<file path="src/rtl/proc_run_controller.sv">
// rtl/proc_run_controller.sv - run/step/halt sequencer gating core commits
// Defining BREAKPOINT_EN enables the PC breakpoint compare.
module proc_run_controller #(
  parameter int          CNT_W      = 16,
  parameter int          CYC_W      = 32,
  parameter logic [31:0] HALT_INSTR = 32'hFFFFFFFF
) (
  input  logic             CLK,
  input  logic             RST,
  input  logic             cmd_valid,
  output logic             cmd_ready,
  input  logic [1:0]       cmd_op,
  input  logic [CNT_W-1:0] cmd_arg,
  input  logic [31:0]      PC,
  input  logic [31:0]      Instr,
  input  logic [31:0]      bp_addr,
  input  logic             bp_en,
  output logic             CoreEn,
  output logic             halted,
  output logic [1:0]       halt_cause,
  output logic [CYC_W-1:0] cycle_count
);

  typedef enum logic [1:0] {S_HALTED, S_RUN, S_STEP, S_RUNN} state_t;

  localparam logic [1:0] OP_HALT  = 2'd0;
  localparam logic [1:0] OP_RUN   = 2'd1;
  localparam logic [1:0] OP_STEP  = 2'd2;
  localparam logic [1:0] OP_RUN_N = 2'd3;

  localparam logic [1:0] C_CMD   = 2'd0;
  localparam logic [1:0] C_INSTR = 2'd1;
  localparam logic [1:0] C_BP    = 2'd2;
  localparam logic [1:0] C_DONE  = 2'd3;

  state_t           state_q, state_d;
  logic [1:0]       halt_cause_q, halt_cause_d;
  logic [CYC_W-1:0] cycle_count_q, cycle_count_d;
  logic [CNT_W-1:0] remaining_q, remaining_d;
  logic             first_q, first_d;

  logic running;
  logic halt_cmd;
  logic halt_instr;
  logic bp_hit;
  logic stop_now;

  assign running    = (state_q != S_HALTED);
  assign cmd_ready  = !running || (cmd_op == OP_HALT);
  assign halt_cmd   = running && cmd_valid && (cmd_op == OP_HALT);
  assign halt_instr = running && (Instr == HALT_INSTR);

`ifdef BREAKPOINT_EN
  // first_q lets a resume commit the instruction sitting at the breakpoint.
  assign bp_hit = running && bp_en && (PC == bp_addr) && !first_q;
`else
  logic unused_bp;
  assign unused_bp = ^{PC, bp_addr, bp_en};
  assign bp_hit    = 1'b0;
`endif

  assign stop_now    = halt_cmd || halt_instr || bp_hit;
  assign CoreEn      = running && !stop_now;
  assign halted      = !running;
  assign halt_cause  = halt_cause_q;
  assign cycle_count = cycle_count_q;

  always_comb begin
    state_d       = state_q;
    halt_cause_d  = halt_cause_q;
    cycle_count_d = cycle_count_q;
    remaining_d   = remaining_q;
    first_d       = first_q;

    if (!running) begin
      if (cmd_valid) begin
        case (cmd_op)
          OP_RUN: begin
            state_d = S_RUN;
            first_d = 1'b1;
          end
          OP_STEP: begin
            state_d = S_STEP;
            first_d = 1'b1;
          end
          OP_RUN_N: begin
            if (cmd_arg != '0) begin
              state_d     = S_RUNN;
              remaining_d = cmd_arg;
              first_d     = 1'b1;
            end else begin
              halt_cause_d = C_DONE;
            end
          end
          default: ;
        endcase
      end
    end else if (stop_now) begin
      // A stopping cycle commits nothing and leaves remaining untouched.
      state_d = S_HALTED;
      if (halt_cmd)        halt_cause_d = C_CMD;
      else if (halt_instr) halt_cause_d = C_INSTR;
      else                 halt_cause_d = C_BP;
    end else begin
      first_d       = 1'b0;
      cycle_count_d = cycle_count_q + CYC_W'(1);
      case (state_q)
        S_STEP: begin
          state_d      = S_HALTED;
          halt_cause_d = C_DONE;
        end
        S_RUNN: begin
          remaining_d = remaining_q - CNT_W'(1);
          if (remaining_q == CNT_W'(1)) begin
            state_d      = S_HALTED;
            halt_cause_d = C_DONE;
          end
        end
        default: ;
      endcase
    end
  end

  always_ff @(posedge CLK or negedge RST) begin
    if (!RST) begin
      state_q       <= S_HALTED;
      halt_cause_q  <= C_CMD;
      cycle_count_q <= '0;
      remaining_q   <= '0;
      first_q       <= 1'b0;
    end else begin
      state_q       <= state_d;
      halt_cause_q  <= halt_cause_d;
      cycle_count_q <= cycle_count_d;
      remaining_q   <= remaining_d;
      first_q       <= first_d;
    end
  end

endmodule

</file>
<file path="config.mk">
export PLATFORM = sky130hd
export DESIGN_NAME = proc_run_controller
export DESIGN_NICKNAME = d
export VERILOG_FILES = /design/src/rtl/proc_run_controller.sv
export SDC_FILE = /design/constraint.sdc
export NUM_CORES = 1
export LEC_CHECK = 0
export ABC_AREA = 1
export CAP_MARGIN = 25
export CORE_UTILIZATION = 47
export DETAILED_ROUTE_END_ITERATION = 16
export PLACE_DENSITY = 0.87
export SKIP_LAST_GASP = 1
export SYNTH_ARGS = -nofsm -noshare
export SYNTH_HDL_FRONTEND = slang
export SYNTH_SLANG_ARGS = --single-unit
</file>
<file path="constraint.sdc">
create_clock -name CLK -period 3.5 [get_ports CLK]
set_clock_uncertainty 0.1 [all_clocks]
set_input_delay 0.7 -clock CLK [delete_from_list [all_inputs] [get_ports CLK]]
set_output_delay 0.7 -clock CLK [all_outputs]
set_load 0.02 [all_outputs]
</file>
# ---- Yosys cells after proc, flatten, opt, wreduce, memory -nomap -nowiden
# Index checks and enable logic that the tools add are counted.
dict set report classes {
  n_eq_ne 13
  n_mux 22
  add_sub_neg 2
  bitwise 1
  n_reduce_logical 19
}
# op count
set ops {}
lappend ops {{$mux W16} 6}
lappend ops {{$add A32 B1 Y32 const B} 1}
lappend ops {{$eq A32 B32 Y1 const B} 1}
lappend ops {{$mux W2} 13}
lappend ops {{$eq A16 B1 Y1 const B} 1}
lappend ops {{$reduce_bool A16 Y1} 1}
lappend ops {{$sub A16 B1 Y16 const B} 1}
lappend ops {{$reduce_and A5 Y1} 3}
lappend ops {{$eq A2 B2 Y1 const B} 4}
lappend ops {{$pmux W2 S2} 2}
lappend ops {{$reduce_bool A2 Y1} 4}
lappend ops {{$pmux W2 S3} 1}
lappend ops {{$logic_and A1 B1 Y1} 4}
lappend ops {{$ne A2 B2 Y1 const B} 2}
lappend ops {{$ne A4 B1 Y1 const B} 1}
lappend ops {{$ne A4 B4 Y1 const B} 1}
lappend ops {{$reduce_bool A4 Y1} 1}
lappend ops {{$ne A3 B3 Y1 const B} 1}
lappend ops {{$eq A2 B1 Y1 const B} 1}
lappend ops {{$logic_not A1 Y1} 2}
lappend ops {{$logic_not A2 Y1} 1}
lappend ops {{$logic_or A1 B1 Y1} 2}
lappend ops {{$ne A2 B1 Y1 const B} 1}
lappend ops {{$reduce_and A2 Y1} 1}
lappend ops {{$not A1 Y1} 1}
dict set report word_totals {
  input_bits 118
  word_cells 61
  ff_bits 52
  output_inout_bits 37
}

# ---- Depth between registers and ports, before layout
# Gate-level depths: netlist (run 1).
dict set report logic_depth {
  ltp_word 6
  mapped_depth 11
  depth_no_buf 11
}

# ---- Least setup slack after synthesis (run 1)
# OpenSTA, ideal clock, no wires.
dict set report synth_timing {
  kind {input-to-output}
  start {in cmd_op[0]}
  end {out CoreEn}
  arrival_ps 1564
  required_time_ps 2700
  cell_stages 6
  path_buffers 1
  path_slack_ps 1136
  cell_sequence {inv_1 > ha_1 > nand3_1 > nand3_2 > inv_1 > buf_2}
}
dict set report synth_via {
  elab_chain_len 5
}
# item line_no
set synth_lines {}
lappend synth_lines {{start, declared} 12} ;# input logic [1:0] cmd_op,
lappend synth_lines {{$logic_not A2 Y1} 50} ;# assign halt_cmd = running && cmd_valid && (cmd_op == OP_HALT);
lappend synth_lines {{$logic_and A1 B1 Y1} 50}
lappend synth_lines {{$logic_or A1 B1 Y1} 62} ;# assign stop_now = halt_cmd || halt_instr || bp_hit;
lappend synth_lines {{$logic_not A1 Y1} 63} ;# assign CoreEn = running && !stop_now;
lappend synth_lines {{$logic_and A1 B1 Y1} 63}
lappend synth_lines {{end, declared} 18} ;# output logic CoreEn,
# No other way between the ends.

# ---- Final worst setup path (run 1)
# Ends and elaborated chain as after synthesis.

==> results of run 1 <==
flip-flops by register name, summed over array words and instances, names as in the netlist:
signal	count
remaining_q	16
halt_cause	2
cycle_count	32
state_q	2
metal layers:
| metal | global-route usage | vias to the layer above | wire [um] |
|---|---|---|---|
| li1 | - | 1937 | - |
| met1 | 0.315 | 1802 | 4150 |
| met2 | 0.421 | 148 | 4480 |
| met3 | 0.0429 | 13 | 655 |
| met4 | 0.0847 | 0 | 144 |
| met5 | 0 | - | 0 |
cells in the final DEF (no fill, tap or decap), drive strengths merged, types with 2 or more instances in the layout:
cell and n:
xor2 23, a21oi 4, clkinv 2, nand3 29, xnor2 2, clkbuf 6
o21ai 41, nand3b 2, buf 6, nor3 14, ha 9, inv 49
clkdlybuf4s50 88, dfrtp 52, or2 3, a21boi 4, nand4 4, nand2 210
a31oi 3, nor2 102
per-stage QoR:
stage	cells	hold WS [ns]	instance area (um2)	setup slack, ns
floorplan	565	0.304	3680	1.14
global placement	746	0.366	4660	0.215
detailed placement	746	0.363	4660	0.201
CTS	754	0.374	4770	0.200
global route	754	0.418	4770	0.136
finish	754	0.344	4770	0.225
logic make-up after synthesis:
logic type / count (synthesis) / synth area share
DFF: 52 / 0.353
and+or+nand+nor: 364 / 0.407
AOI/OAI and AO/OA: 53 / 0.0795
xor gates and xnor gates: 25 / 0.0595
buffers and inverters: 62 / 0.0700
adders and majority gates: 9 / 0.0306
area by class of cell:
type	instances	share of cell area
clock inverter	2	0.00735
clock buffer	6	0.0152
inverter	50	0.0394
sequential	52	0.273
tap	99	0.0260
multi-input combinational	451	0.445
timing repair buffer	94	0.194
power by group:
part | internal (mW) | switching, mW
clock | 0.213 | 0.201
combinational | 0.609 | 1.00
sequential | 0.784 | 0.195
total | 1.60 | 1.40
worst min-delay path by stage:
stage	slack, ns	end
CTS	0.37	remaining_q[13]
global placement	0.37	remaining_q[14]
detailed placement	0.36	halt_cause[1]
finish	0.34	remaining_q[13]
floorplan	0.30	cycle_count[0]
global route	0.42	cycle_count[15]
worst max-delay path, delay by kind of cell:
family	cells	cell delay [ns]
buffers and inverters	4	1.27
and+or+nand+nor	2	0.30
adders and majority gates	1	0.21
synthesized netlist by cell type:
cell type,n
o21ai_0,35
nand4_1,4
nand3b_2,1
nand3b_1,1
ha_1,9
a31oi_1,3
inv_2,1
nor2_4,3
dfrtp_1,52
clkinv_1,1
buf_2,7
nor2_2,1
clkbuf_1,1
nand3_1,27
nand3_2,2
nor3_1,11
o21ai_4,1
inv_1,48
xnor2_1,2
a21o_1,1
clkbuf_2,1
nand2_1,210
xor2_1,23
a21oi_1,4
buf_6,2
or2_2,3
nor3_2,3
a21boi_0,4
buf_1,1
o21ai_1,5
nor2_1,98
==> summary.md, run 1 <==
| Metric | Value |
|---|---|
| Post-CTS Resized | 0 |
| Initial DRC Count | approximately 260 |
| # nets final | approximately 800 |
| Vias | 3900 |
| Kind of critical path | primary input to primary output |
| Mapped Cells | approximately 570 |
| Setup slack, reg-to-reg | 1.36 ns |
| FF+latch count, synth | between 50 and 60 |
| Critical path endpoint | CoreEn |
| Period Utilization, post-route | 0.936 |
| Worst-margin pin slew | roughly 0.74 ns |
| Post-CTS Setup Repair Bufs | 0 |
| CP max FO | 3 |
| Clock latency on the worst-skew pair | between 0.3 and 0.4 ns |
| Cell variety after synth | 31 |
| Leakage power | between 2 and 2.5 nW |
| Crit end category | primary output |
| Clock Path Buffers | 2 |
| Final Hold Viols | 0 |
| Area of the multi-input gates | 2120 um2 |
| TritonRoute pass-1 iters | 4 |
| Max Freq | approximately 300 MHz |
| CTS HTree Levels | 2 |
| Port Buffer Count | slightly below 90 |
| CP arrival | approximately 2.5 ns |
| WL/cell | between 10 and 15 um |
| DRC Markers | 0 |
| Core area | approximately 7400 um2 |
| Vias per cell | slightly above 5 |
| R2r worst-path depth | 8 |
| Critical Path Start | cmd_op[0] |
| Slew Limit Fails | 0 |
| Max_cap viols | 0 |
| HP Class | primary input to asynchronous set/reset pin |
| Unrepaired setup endpoints after global routing | no |
| Share of cells above drive strength 1 | 0.0427 |
| Synthesis Warnings | 0 |
| Sequential fraction of the synthesis area | 0.353 |
| # clock sinks | 52 |
| Die ar. | approximately 8200 um2 |
| Fin util | 0.643 |
| Chip width | approximately 91 um |
| Status | finished clean |
| CP Cell Sequence | clkdlybuf4s50_1, inv_1, ha_1, nand3_1, nand3_2, inv_1, clkdlybuf4s50_1 |
| Post-route ant nets | 0 |
| First-pass GRT wire length | 16700 um |
| Area delta synth->final | 29.5% |
| Max VDD drop | around 0.41 mV |
| CTS Buf Count | 5 |
| GRT Util Overall | 0.247 |
| IO Pins | 155 |
| Initial antenna violation count | 0 |
| Mean Syn Cell Area | about 6.5 um2 |
| Pwr Density | between 600 and 700 nW/um2 |
| Cts-stage hold buffer count | 0 |
| Initial cell density of the core | 0.497 |
| Leading area contributor after synthesis | dfrtp_1 |
| Final setup TNS | 0 ns |
| Sequential Area | 1300 um2 |
| Vias in the first global route | 3807 |
| RR Endpoint | remaining_q[8] |
| Max incr delay on CP | between 0.6 and 0.7 ns |
| Worst r2r src | state_q[1] |
| Crit start category | primary input |
| DIE HEIGHT | roughly 91 um |
| Setup violators final | 0 |
| # rows | 31 |
| Largest net degree at the start of global routing | 34 |
| Total nets after synthesis | approximately 700 |
| CP max stage cell | clkdlybuf4s50_1 |
| CTS tree | done |
| WP data required | about 2.7 ns |
| Clk slew on worst S/H paths | roughly 0.090 ns |
| Power, Total | between 3 and 4 mW |
| N_diodes | 0 |
| Rel. slew slack | 0.503 |
| Root buffer cell | clkbuf_8 |
| DRT Wirelength | about 9400 um |
| Post-Syn Area | about 3700 um2 |
| GRT Residual Overflow | 0 |
| Largest cells by area after synthesis | dfrtp_1, nand2_1, nor2_1 |
| Fillers | around 680 |
| Routability cong. | a little over 0.9 |
| Minimum clock period | between 3 and 4 ns |
| Yosys top cell area share | 0.353 |
| Hpwl dp | about 7400 um |
No activity file was read; power rests on OpenSTA's default activity.
==> run 2, diff against run 1 <==
Settings changed: CORE_ASPECT_RATIO from default to 0.9.
==> run 2 against run 1 <==
Effect of this change: worst hold slack worse by 0.033 ns; combinational power hardly changed; register-to-register slack worse by 0.09 ns; critical path depth stayed put; clock power is 11% higher; power is 2.5% higher; sequential share of layout area is 0.086 points lower; largest power group unchanged.
==> summary.md, run 2 (synthesis results as in run 1) <==
| Metric | Value |
|---|---|
| Status | finished clean |
| Minimum clock period | roughly 3.3 ns |
| Max VDD drop | ~0.31 mV |
| Initial DRC Count | 287 |
| # rows | 30 |
| R2r worst-path depth | 8 |
| Share of cells above drive strength 1 | 0.0443 |
| CTS HTree Levels | 2 |
| CP Cell Sequence | clkdlybuf4s50_1, inv_1, ha_1, nand3_1, nand3_2, inv_1, clkdlybuf4s50_1 |
| Leakage power | roughly 2.2 nW |
| Commonest non-fill, non-tap cell in the layout | nand2_1 |
| Initial cell density of the core | 0.486 |
| Crit start category | primary input |
| RR Endpoint | remaining_q[10] |
| First-pass GRT wire length | between 15000 and 20000 um |
| Period Utilization, post-route | 0.941 |
| Kind of critical path | primary input to primary output |
| Core area | 7580 um2 |
| Routability cong. | 0.937 |
| Max_cap viols | 0 |
| CP max FO | 3 |
| Die ar. | between 8000 and 9000 um2 |
| Post-route ant nets | 0 |
| Setup slack, reg-to-reg | approximately 1.3 ns |
| Wire length on met3 | between 800 and 900 um |
| CTS Buf Count | 5 |
| Final Hold Viols | 0 |
| Unrepaired setup endpoints after global routing | no |
| Non-filler cells, final | 751 |
| Sequential Area | approximately 1300 um2 |
| Clk slew on worst S/H paths | ~0.1 ns |
| # clock sinks | 52 |
| Highest routed layer | met4 |
| DRT Wirelength | about 10000 um |
| Worst-margin pin slew | 0.684 ns |
| Crit end category | primary output |
| GRT Util Overall | 0.253 |
| Vias | 3971 |
| Area delta synth->final | 29.9% |
| Hold_ws | about 0.31 ns |
| Clock Path Buffers | 2 |
| N_diodes | 0 |
| Port Buffer Count | 89 |
| Root buffer cell | clkbuf_8 |
| Post-CTS Setup Repair Bufs | 0 |
| Fillers | 710 |
| Setup violators final | 0 |
| Crit path buf inv count | 4 |
| WP data required | 2.70 ns |
| CP top delay family | buffers and inverters |
| Met1 Wirelength | 4360 um |
| # nets final | about 800 |
| Largest register FFs | 32 |
| GRT Residual Overflow | 0 |
| Vias in the first global route | about 3600 |
| Slew Limit Fails | 0 |
| CP max stage cell | clkdlybuf4s50_1 |
| Cts-stage hold buffer count | 0 |
| Met2 Routed Length | roughly 4600 um |
| Hpwl dp | ~7500 um |
| Clock latency on the worst-skew pair | 0.31 ns |
| CP arrival | roughly 2.5 ns |
| DIE HEIGHT | between 80 and 90 um |
| Worst r2r src | state_q[0] |
| Chip width | between 90 and 100 um |
| Initial antenna violation count | 0 |
| Most frequent cells in the layout | nand2_1, nor2_1, clkdlybuf4s50_1, dfrtp_1, inv_1 |
| Max Freq | 304 MHz |
| Largest net degree at the start of global routing | 32 |
| CTS tree | done |
| Pwr Density | 643 nW/um2 |
| TritonRoute pass-1 iters | 5 |
| Post-CTS Resized | 0 |
| Max incr delay on CP | between 0.6 and 0.7 ns |
| IO Pins | ~160 |
| HP Class | primary input to asynchronous set/reset pin |
| Final setup TNS | 0 ns |
| Area of the multi-input gates | 2120 um2 |
| Placed cells | ~740 |
| Vias per cell | 5.29 |
| WL/cell | approximately 13 um |
| DRC Markers | 0 |
| Rel. slew slack | 0.544 |
-- run 2: report_power, final --
group          switching, mW  leakage [nW]  internal [mW]
registers              0.201         0.683          0.783
clock network          0.207        0.0645          0.253
logic                   1.02          1.41          0.607
-- run 2: final cells by class --
class / count / area share
Sequential cell: 52 / 0.272
Tap cell: 96 / 0.0251
Clock inverter: 1 / 0.00628
Inverter: 50 / 0.0392
Clock buffer: 7 / 0.0201
Multi-Input combinational cell: 451 / 0.444
Timing Repair Buffer: 94 / 0.193
-- run 2: worst max path at each step --
stage          startpoint  endpoint  depth (start not counted)
4_1_cts         cmd_op[0]    CoreEn                          7
5_1_grt         cmd_op[1]    CoreEn                          7
3_5_place_dp    cmd_op[0]    CoreEn                          7
3_3_place_gp    cmd_op[0]    CoreEn                          7
2_1_floorplan   cmd_op[0]    CoreEn                          6
6_report        cmd_op[0]    CoreEn                          7
-- run 2: per-layer routing --
layer  global-route usage  up-vias
li1                     -     1941
met1                0.353     1832
met2                0.408      183
met3               0.0417       15
met4               0.0579        0
met5                    0        -
-- run 2: metrics by stage --
stage	setup slack, ns	util	power, mW	cell area (um2)
floorplan	1.14	-	2.06	3680
global placement	0.230	0.614	2.52	4660
detailed placement	0.184	0.614	2.59	4660
CTS	0.185	0.631	3.06	4780
global route	0.0804	0.631	3.32	4780
finish	0.207	0.631	3.08	4780
